**config.mk**
```make
export PLATFORM = sky130hd
export DESIGN_NAME = tcpc_regs_responder
export DESIGN_NICKNAME = d
export VERILOG_FILES = /design/src/rtl/tcpc_regs_pkg.sv /design/src/rtl/tcpc_alert_reg.sv /design/src/rtl/tcpc_regs_responder.sv
export SDC_FILE = /design/constraint.sdc
export NUM_CORES = 2
export LEC_CHECK = 0
export CAP_MARGIN = 20
export CORE_UTILIZATION = 55
export DETAILED_ROUTE_END_ITERATION = 16
export PLACE_DENSITY = 0.76
export SLEW_MARGIN = 5
export SYNTH_ARGS = -nofsm -noshare
export SYNTH_HDL_FRONTEND = slang
export SYNTH_SLANG_ARGS = --single-unit
export TNS_END_PERCENT = 50
```
**constraint.sdc**
```tcl
create_clock -name CLK -period 6.6 [get_ports CLK]
set_input_delay 1.32 -clock CLK [delete_from_list [all_inputs] [get_ports CLK]]
set_output_delay 1.32 -clock CLK [all_outputs]
set_load 0.02 [all_outputs]
```
**src/rtl/tcpc_regs_pkg.sv**
```systemverilog
// tcpc_regs_pkg
// Shared constants for the TCPC register responder:
//   - byte addresses of the fixed registers in the register map
//   - FSM state encoding of the bus handshake
//   - width of the ALERT / ALERT_MASK registers
package tcpc_regs_pkg;

  localparam int ALERT_W = 16;

  localparam logic [7:0] ADDR_VID_L        = 8'h00;
  localparam logic [7:0] ADDR_VID_H        = 8'h01;
  localparam logic [7:0] ADDR_PID_L        = 8'h02;
  localparam logic [7:0] ADDR_PID_H        = 8'h03;
  localparam logic [7:0] ADDR_ALERT_L      = 8'h10;
  localparam logic [7:0] ADDR_ALERT_H      = 8'h11;
  localparam logic [7:0] ADDR_ALERT_MASK_L = 8'h12;
  localparam logic [7:0] ADDR_ALERT_MASK_H = 8'h13;
  localparam logic [7:0] ADDR_GP_BASE      = 8'h14;

  localparam logic [1:0] ST_IDLE   = 2'd0;
  localparam logic [1:0] ST_ACCESS = 2'd1;
  localparam logic [1:0] ST_DONE   = 2'd2;

endpackage

```
**src/rtl/tcpc_alert_reg.sv**
```systemverilog
// tcpc_alert_reg
// ALERT register with write-1-to-clear bytes, ALERT_MASK storage and the
// registered alert interrupt.
// Ports:
//   clk, reset   - clock, synchronous active-high reset
//   alert_wr_en  - per-byte W1C strobes for ALERT (bit0 = low byte)
//   mask_wr_en   - per-byte write strobes for ALERT_MASK
//   wr_data      - byte written by the bus access
//   alert_set    - one-cycle hardware event pulses
//   alert        - current ALERT value
//   alert_mask   - current ALERT_MASK value
//   irq          - registered OR of (alert & alert_mask)
module tcpc_alert_reg
  import tcpc_regs_pkg::*;
(
  input  logic               clk,
  input  logic               reset,
  input  logic [1:0]         alert_wr_en,
  input  logic [1:0]         mask_wr_en,
  input  logic [7:0]         wr_data,
  input  logic [ALERT_W-1:0] alert_set,
  output logic [ALERT_W-1:0] alert,
  output logic [ALERT_W-1:0] alert_mask,
  output logic               irq
);

  logic [ALERT_W-1:0] clear_mask;

  // The clear is applied before the OR with alert_set, so a hardware event
  // on the same bit as a W1C write keeps the bit set.
  always_comb begin
    clear_mask = {({8{alert_wr_en[1]}} & wr_data), ({8{alert_wr_en[0]}} & wr_data)};
  end

  // irq is computed from the pre-edge register values, so it trails any
  // ALERT or mask change by one cycle.
  always_ff @(posedge clk) begin
    if (reset) begin
      alert      <= '0;
      alert_mask <= '1;
      irq        <= 1'b0;
    end else begin
      alert <= (alert & ~clear_mask) | alert_set;
      if (mask_wr_en[0]) alert_mask[7:0]  <= wr_data;
      if (mask_wr_en[1]) alert_mask[15:8] <= wr_data;
      irq <= |(alert & alert_mask);
    end
  end

endmodule

```
**src/rtl/tcpc_regs_responder.sv**
```systemverilog
// tcpc_regs_responder
// Register-bank responder on the shared register-access bus. Serves one
// request at a time with a registered four-phase REQUEST/ACK handshake and
// holds the ID bytes, ALERT, ALERT_MASK and general-purpose byte storage.
// Ports:
//   CLK, RESET      - clock, synchronous active-high reset
//   REQUEST         - access request, held until ACK is seen
//   RNW             - 1 = read, 0 = write
//   ADDR, WR_DATA   - byte address and write data (captured in IDLE)
//   ACK             - access complete, held until REQUEST falls
//   RD_DATA         - read data, valid while ACK=1, 0x00 after a write
//   ALERT_SET       - hardware event pulses setting ALERT bits
//   ALERT_STATUS    - current ALERT register
//   INT             - registered alert interrupt
module tcpc_regs_responder
  import tcpc_regs_pkg::*;
#(
  parameter int          DEPTH      = 128,
  parameter logic [15:0] VENDOR_ID  = 16'h0000,
  parameter logic [15:0] PRODUCT_ID = 16'h0000
) (
  input  logic        CLK,
  input  logic        RESET,
  input  logic        REQUEST,
  input  logic        RNW,
  input  logic [7:0]  ADDR,
  input  logic [7:0]  WR_DATA,
  output logic        ACK,
  output logic [7:0]  RD_DATA,
  input  logic [15:0] ALERT_SET,
  output logic [15:0] ALERT_STATUS,
  output logic        INT
);

  localparam int IDX_W = (DEPTH > 1) ? $clog2(DEPTH) : 1;

  logic [1:0]       state;
  logic [7:0]       cmd_addr;
  logic             cmd_rnw;
  logic [7:0]       cmd_wdata;
  logic [7:0]       gp_mem [DEPTH];
  logic [IDX_W-1:0] gp_idx;
  logic             in_gp;
  logic             do_write;
  logic [1:0]       alert_wr_en;
  logic [1:0]       mask_wr_en;
  logic [15:0]      alert_mask;
  logic [7:0]       rd_mux;

  // All decoding works from the captured command, never from the live bus.
  always_comb begin
    in_gp       = (cmd_addr >= ADDR_GP_BASE) && (int'(cmd_addr) < DEPTH);
    gp_idx      = cmd_addr[IDX_W-1:0];
    do_write    = (state == ST_ACCESS) && !cmd_rnw;
    alert_wr_en = {do_write && (cmd_addr == ADDR_ALERT_H),
                   do_write && (cmd_addr == ADDR_ALERT_L)};
    mask_wr_en  = {do_write && (cmd_addr == ADDR_ALERT_MASK_H),
                   do_write && (cmd_addr == ADDR_ALERT_MASK_L)};
  end

  // Reserved ID space (0x04-0x0F) and addresses past DEPTH fall to 0x00.
  always_comb begin
    rd_mux = 8'h00;
    case (cmd_addr)
      ADDR_VID_L:        rd_mux = VENDOR_ID[7:0];
      ADDR_VID_H:        rd_mux = VENDOR_ID[15:8];
      ADDR_PID_L:        rd_mux = PRODUCT_ID[7:0];
      ADDR_PID_H:        rd_mux = PRODUCT_ID[15:8];
      ADDR_ALERT_L:      rd_mux = ALERT_STATUS[7:0];
      ADDR_ALERT_H:      rd_mux = ALERT_STATUS[15:8];
      ADDR_ALERT_MASK_L: rd_mux = alert_mask[7:0];
      ADDR_ALERT_MASK_H: rd_mux = alert_mask[15:8];
      default:           if (in_gp) rd_mux = gp_mem[gp_idx];
    endcase
  end

  // Handshake: capture in IDLE, access in ACCESS, then wait in DONE for
  // REQUEST to drop so a held request produces only one access.
  always_ff @(posedge CLK) begin
    if (RESET) begin
      state     <= ST_IDLE;
      cmd_addr  <= 8'h00;
      cmd_rnw   <= 1'b0;
      cmd_wdata <= 8'h00;
      ACK       <= 1'b0;
      RD_DATA   <= 8'h00;
    end else begin
      case (state)
        ST_IDLE: begin
          if (REQUEST) begin
            cmd_addr  <= ADDR;
            cmd_rnw   <= RNW;
            cmd_wdata <= WR_DATA;
            state     <= ST_ACCESS;
          end
        end
        ST_ACCESS: begin
          RD_DATA <= cmd_rnw ? rd_mux : 8'h00;
          ACK     <= 1'b1;
          state   <= ST_DONE;
        end
        ST_DONE: begin
          if (!REQUEST) begin
            ACK   <= 1'b0;
            state <= ST_IDLE;
          end
        end
        default: state <= ST_IDLE;
      endcase
    end
  end

  // General-purpose storage; entries below ADDR_GP_BASE are never addressed.
  always_ff @(posedge CLK) begin
    if (RESET) begin
      for (int i = 0; i < DEPTH; i++) gp_mem[i] <= 8'h00;
    end else if (do_write && in_gp) begin
      gp_mem[gp_idx] <= cmd_wdata;
    end
  end

  tcpc_alert_reg u_alert (
    .clk         (CLK),
    .reset       (RESET),
    .alert_wr_en (alert_wr_en),
    .mask_wr_en  (mask_wr_en),
    .wr_data     (cmd_wdata),
    .alert_set   (ALERT_SET),
    .alert       (ALERT_STATUS),
    .alert_mask  (alert_mask),
    .irq         (INT)
  );

endmodule

```
; Word level (Yosys, flattened, before mapping)
; Memories as Yosys holds them, arrays and structs flattened. A register that Yosys moved wholly into a read port is not among the register bits.
; Cells that the tools add are included.
; Widths: inputs -> output; s select.
[classes]
magnitude_cmp = 2
eq_ne = 11
n_mux = 18
bitwise = 6
n_reduce_logical = 17
[ops]
columns = op, n
row1 = $pmux 8 s5, 1
row2 = $and 16x16->16, 2
row3 = $eq 8x5->1 const B, 4
row4 = $mux 8, 3
row5 = $mux 7, 3
row6 = $and 8x8->8, 2
row7 = $eq 8x2->1 const B, 2
row8 = $not 16->16, 1
row9 = $or 16x16->16, 1
row10 = $reduce_or 16->1, 1
row11 = $eq 8x1->1 const B, 1
row12 = $ge 8x5->1 const B, 1
row13 = $logic_not 8->1, 1
row14 = $lt 8x8->1 const B, 1
row15 = $reduce_or 8->1, 1
row16 = $logic_and 1x1->1, 7
row17 = $mux 1, 7
row18 = $pmux 2 s3, 1
row19 = $reduce_and 2->1, 3
row20 = $mux 2, 2
row21 = $ne 2x2->1 const B, 2
row22 = $reduce_or 4->1, 1
row23 = $eq 2x1->1 const B, 1
row24 = $eq 2x2->1 const B, 1
row25 = other kinds (4), 4
[word_totals]
reg_bits = 61
ram_bits = 1024
input_bits = 36
out_inout_bits = 26
elab_cells = 65
memories = 1
[mem_list]
columns = name, words, width, read_ports, rd_ports_with_merged_regs, wr, line
row1 = gp_mem, 128, 8, 1, 1, 128, tcpc_regs_responder.sv:41  ; logic [7:0] gp_mem [DEPTH];

; Depth between registers and ports, before layout
[depth]
word_depth = 8
ltp_mapped = 12
ltp_nobuf = 7

; Hierarchy
; A second synthesis with hierarchy kept.
[unflattened]
cells_unflattened = 3365
hier_area_um2 = 49705.2
[modules_own_cells]
columns = mod, instances, cells_per_inst, area_each_um2, seq_area_each_um2
row1 = tcpc_regs_responder, 1, 3234, 48476.5, 31450.2
row2 = tcpc_alert_reg, 1, 131, 1228.7, 660.6

; Least setup slack after synthesis
; Ideal clock, no wire load.
[synth_path]
kind = input-to-reg
start = input RESET
end = memory gp_mem[102][0] (enable)
setup_time_ns = 0.384
arrival_ns = 2.933
required_time_ns = 6.216
slack_ns = 3.283
path_stages = 7
path_buffers = 2
path_cell_list = clkinv_1 > nand2_4 > nor2_2 > nand3_2 > clkbuf_1 > clkbuf_1 > o21ai_0
[synth_lines]
columns = element, line
row1 = from (decl), tcpc_regs_responder.sv:23  ; input logic RESET,
row2 = to (decl), tcpc_regs_responder.sv:41

==> metrics.csv <==
stage;metric;value;unit
worst_setup_path;CP Max Fanout;91;
worst_setup_path;R2R setup slack;2.26;ns
final_layout;Finished Layout Cells;4909;
clocking;Num CTS Buffers;108;
final_layout;ANT cells;0;
floorplan;Die Y;303;um
timing;Setup Total Neg Slack;0;ns
place;DP Cell Count;4633;
route;DRT antenna net count;0;
timing;crit share post-route;0.658;
power;LEAKAGE;19.3;nW
worst_setup_path;crit start category;flop;
hold_path;min-delay worst type;flop to flop;
route;WL/cell;25.0;um
floorplan;io pins;62;
clocking;setup bufs post-CTS;0;
clocking;H-tree Lvls;3;
floorplan;Cell Rows;109;
route;Post-Route WL;123;mm
worst_setup_path;Data arrival, critical path;4.98;ns
route;vias;30000;
floorplan;Die ar.;91700;um^2
place;placed cell area;51400;um^2
route;1st-iter DRT viols;4060;
synth;share of the synthesized area in the top cell type;0.618;
synth;Post-Syn Area;49800;um^2
timing;Max Fclk;230;MHz
worst_setup_path;CP required;7.24;ns
clocking;clk sink count;1092;
timing;Max-slew headroom;0.249;
synth;Mean Syn Cell Area;14.3;um^2
clocking;# resized after CTS;0;
final_layout;post-route cell area;55300;um^2
floorplan;Initial Util;0.559;
final_layout;# fillers;6403;
synth;top_reg_cell synth;edfxtp_1;
run;max cap viols;0;
clocking;Post-CTS Hold Buffers;0;
final_layout;sequential cell area;32200;um^2
place;post-DP HPWL;77.3;mm
timing;RSZ-0062 raised after global routing;false;
final_layout;area grow syn2layout;11.1;%
worst_setup_path;critical path endpoint category;flop;
clocking;TritonCTS clock tree;yes;
grt;total gr overflow;0;
grt;initial antenna violation count;2;
place;Final Wtd Congestion;0.911;
timing;Final Hold Vio Count;0;
route;routed length on met3;13.6;mm
clocking;CTS clk-pin slew, worst paths;0.06;ns
synth;Yosys warnings;0;
floorplan;core area;89100;um^2
grt;total global-route track usage;0.268;
final_layout;layout cells sized above 1;0.133;
synth;synthesized instance count;3475;
final_layout;footprint of the multi-input gates;16600;um^2
grt;largest net degree at the start of global routing;92;
clocking;clk_lat worst skew;0.70;ns
route;uppermost layer routed;met4;
clocking;Clock Tree Root;clkbuf_16;
status;status;finished clean;
final_layout;Final Net Count;3684;
power;power per cell area;276;nW/um^2
synth;Async SR Flop Fraction;0;
synth;Yosys reg bits;1092;
timing;crit path time final;4.34;ns
route;met1 wire length;47.8;mm
grt;vias in the first global route;28600;
timing;Worst Tran Pin Value;1.12;ns
synth;Netlist cell types;70;
synth;register area share after synthesis;0.645;
synth;EDFF count, synth;1024;
power;Overall Power;15.3;mW
timing;final slew viol count;0;
clocking;clk buf depth;3;
synth;Synth area leaders;edfxtp_1 62%, and2_1 11%, mux4_2 6.9%;
route;WL met2;56.1;mm
timing;hold slack;0.497;ns
route;DRC;0;
timing;final setup fails;0;
floorplan;Die W;303;um
worst_setup_path;Setup Crit Path Kind;flop to flop;
synth;largest area contributor in the netlist;edfxtp_1;
place;I/O Buffers;61;
power;Max VDD drop;242;uV
timing;clock skew;0.0335;ns
grt;global-route wire length before repair;181;mm
route;DRT Pass-1 Iters;6;
route;Vias/cell;6.11;
==> report_power, final <==
part,total [mW],switching (mW),internal [mW]
Sequential,8.03,0.193,7.84
Clock,6.20,2.66,3.54
Combinational,1.06,0.674,0.385
Total,15.3,3.52,11.8
==> worst paths after layout <==
| check | start | end | depth (start not counted) |
|---|---|---|---|
| hold / removal | cmd_rnw | cmd_rnw | 2 |
| hold reg to reg | cmd_rnw | cmd_rnw | 2 |
| setup reg to reg | flop | RD_DATA[0] | 7 |
| setup / recovery | flop | RD_DATA[0] | 7 |
==> routing by layer <==
metal	vias to the layer above	global-route usage
met3	286	0.0541
met1	14800	0.376
li1	13100	-
met4	0	0.111
met2	1817	0.413
met5	-	0
==> per-stage QoR <==
stage,util,worst slack (ns)
final,0.621,2.26
after CTS,0.617,2.35
after global routing,0.621,2.21
after global placement,0.576,2.08
after detailed placement,0.577,1.99
after floorplan,-,3.28
==> cell families (layout without fill, tap and decap cells) <==
group	Yosys count	count (layout)	share of synthesized area
AO/OA/AOI/OAI	441	441	0.0570
buffers and inverters	290	400	0.0336
flip-flops	1092	1092	0.645
multiplexers	367	367	0.117
other	1	160	0.0000753
AND/OR/NAND/NOR	1284	1284	0.148
==> cells in the mapped netlist, drive strengths merged, types with 2 or more instances <==
cell	number
edfxtp	1024
and2	875
clkbuf	197
mux2i	195
nor2	185
mux4	167
o21ai	143
nand2	111
buf	88
a21oi	86
o221ai	77
dfxtp	68
o22ai	41
nand3	36
nor3	25
a31oi	22
a22oi	18
a211oi	16
nor2b	12
nor4	11
a22o	9
nor3b	9
o211ai	8
mux2	5
o32ai	5
a221oi	4
and3	4
clkinv	3
nand2b	3
or3	3
a21o	2
a31o	2
dlygate4sd1	2
nand3b	2
o2111ai	2
==> worst max-delay path, cell delays in order, from the launching register on <==
cell and delay, ns:
dfxtp_4 0.96, nand2_8 0.66, o221ai_1 0.50, o22ai_1 0.15
a21oi_1 0.52, o211ai_1 0.35, o32ai_1 0.79, a22o_1 0.22
==> cells in the final DEF, fill, tap and decap left out, types with 7 or more instances in the layout <==
master and instances:
and2_1 874, dfxtp_1 56, dfxtp_4 10, clkbuf_16 110
clkinv_1 19, a22o_1 9, o211ai_1 8, a21oi_1 86
a31oi_1 22, nor3b_1 7, buf_4 50, clkdlybuf4s50_1 60
a211oi_1 16, o21ai_0 140, clkbuf_1 20, clkbuf_2 17
nand3_1 33, mux4_2 153, a22oi_1 18, nor2b_1 12
nor2_1 183, buf_2 55, o221ai_1 72, conb_1 160
bufinv_16 10, clkinv_2 23, mux2i_1 195, edfxtp_1 1024
nand2_1 109, o22ai_1 41, mux4_1 14, clkbuf_8 7
nor3_1 25, clkinvlp_4 8
==> layout make-up <==
class | count | area share
Clock buffer | 136 | 0.0526
Clock inverter | 70 | 0.0125
Inverter | 3 | 0.000226
Multi-Input combinational cell | 2252 | 0.300
Sequential cell | 1092 | 0.581
Tap cell | 1165 | 0.0264
Timing Repair Buffer | 191 | 0.0266
==> sequential cells by signal, indices dropped and copies added (netlist names), named ones only <==
signal,flops
cmd_addr,8
u_alert.irq,1
u_alert.alert,16
ACK,1
RD_DATA,8
u_alert.alert_mask,16
state,2
cmd_rnw,1
gp_mem,1024
cmd_wdata,8
Power figures use the tool's default switching activity.
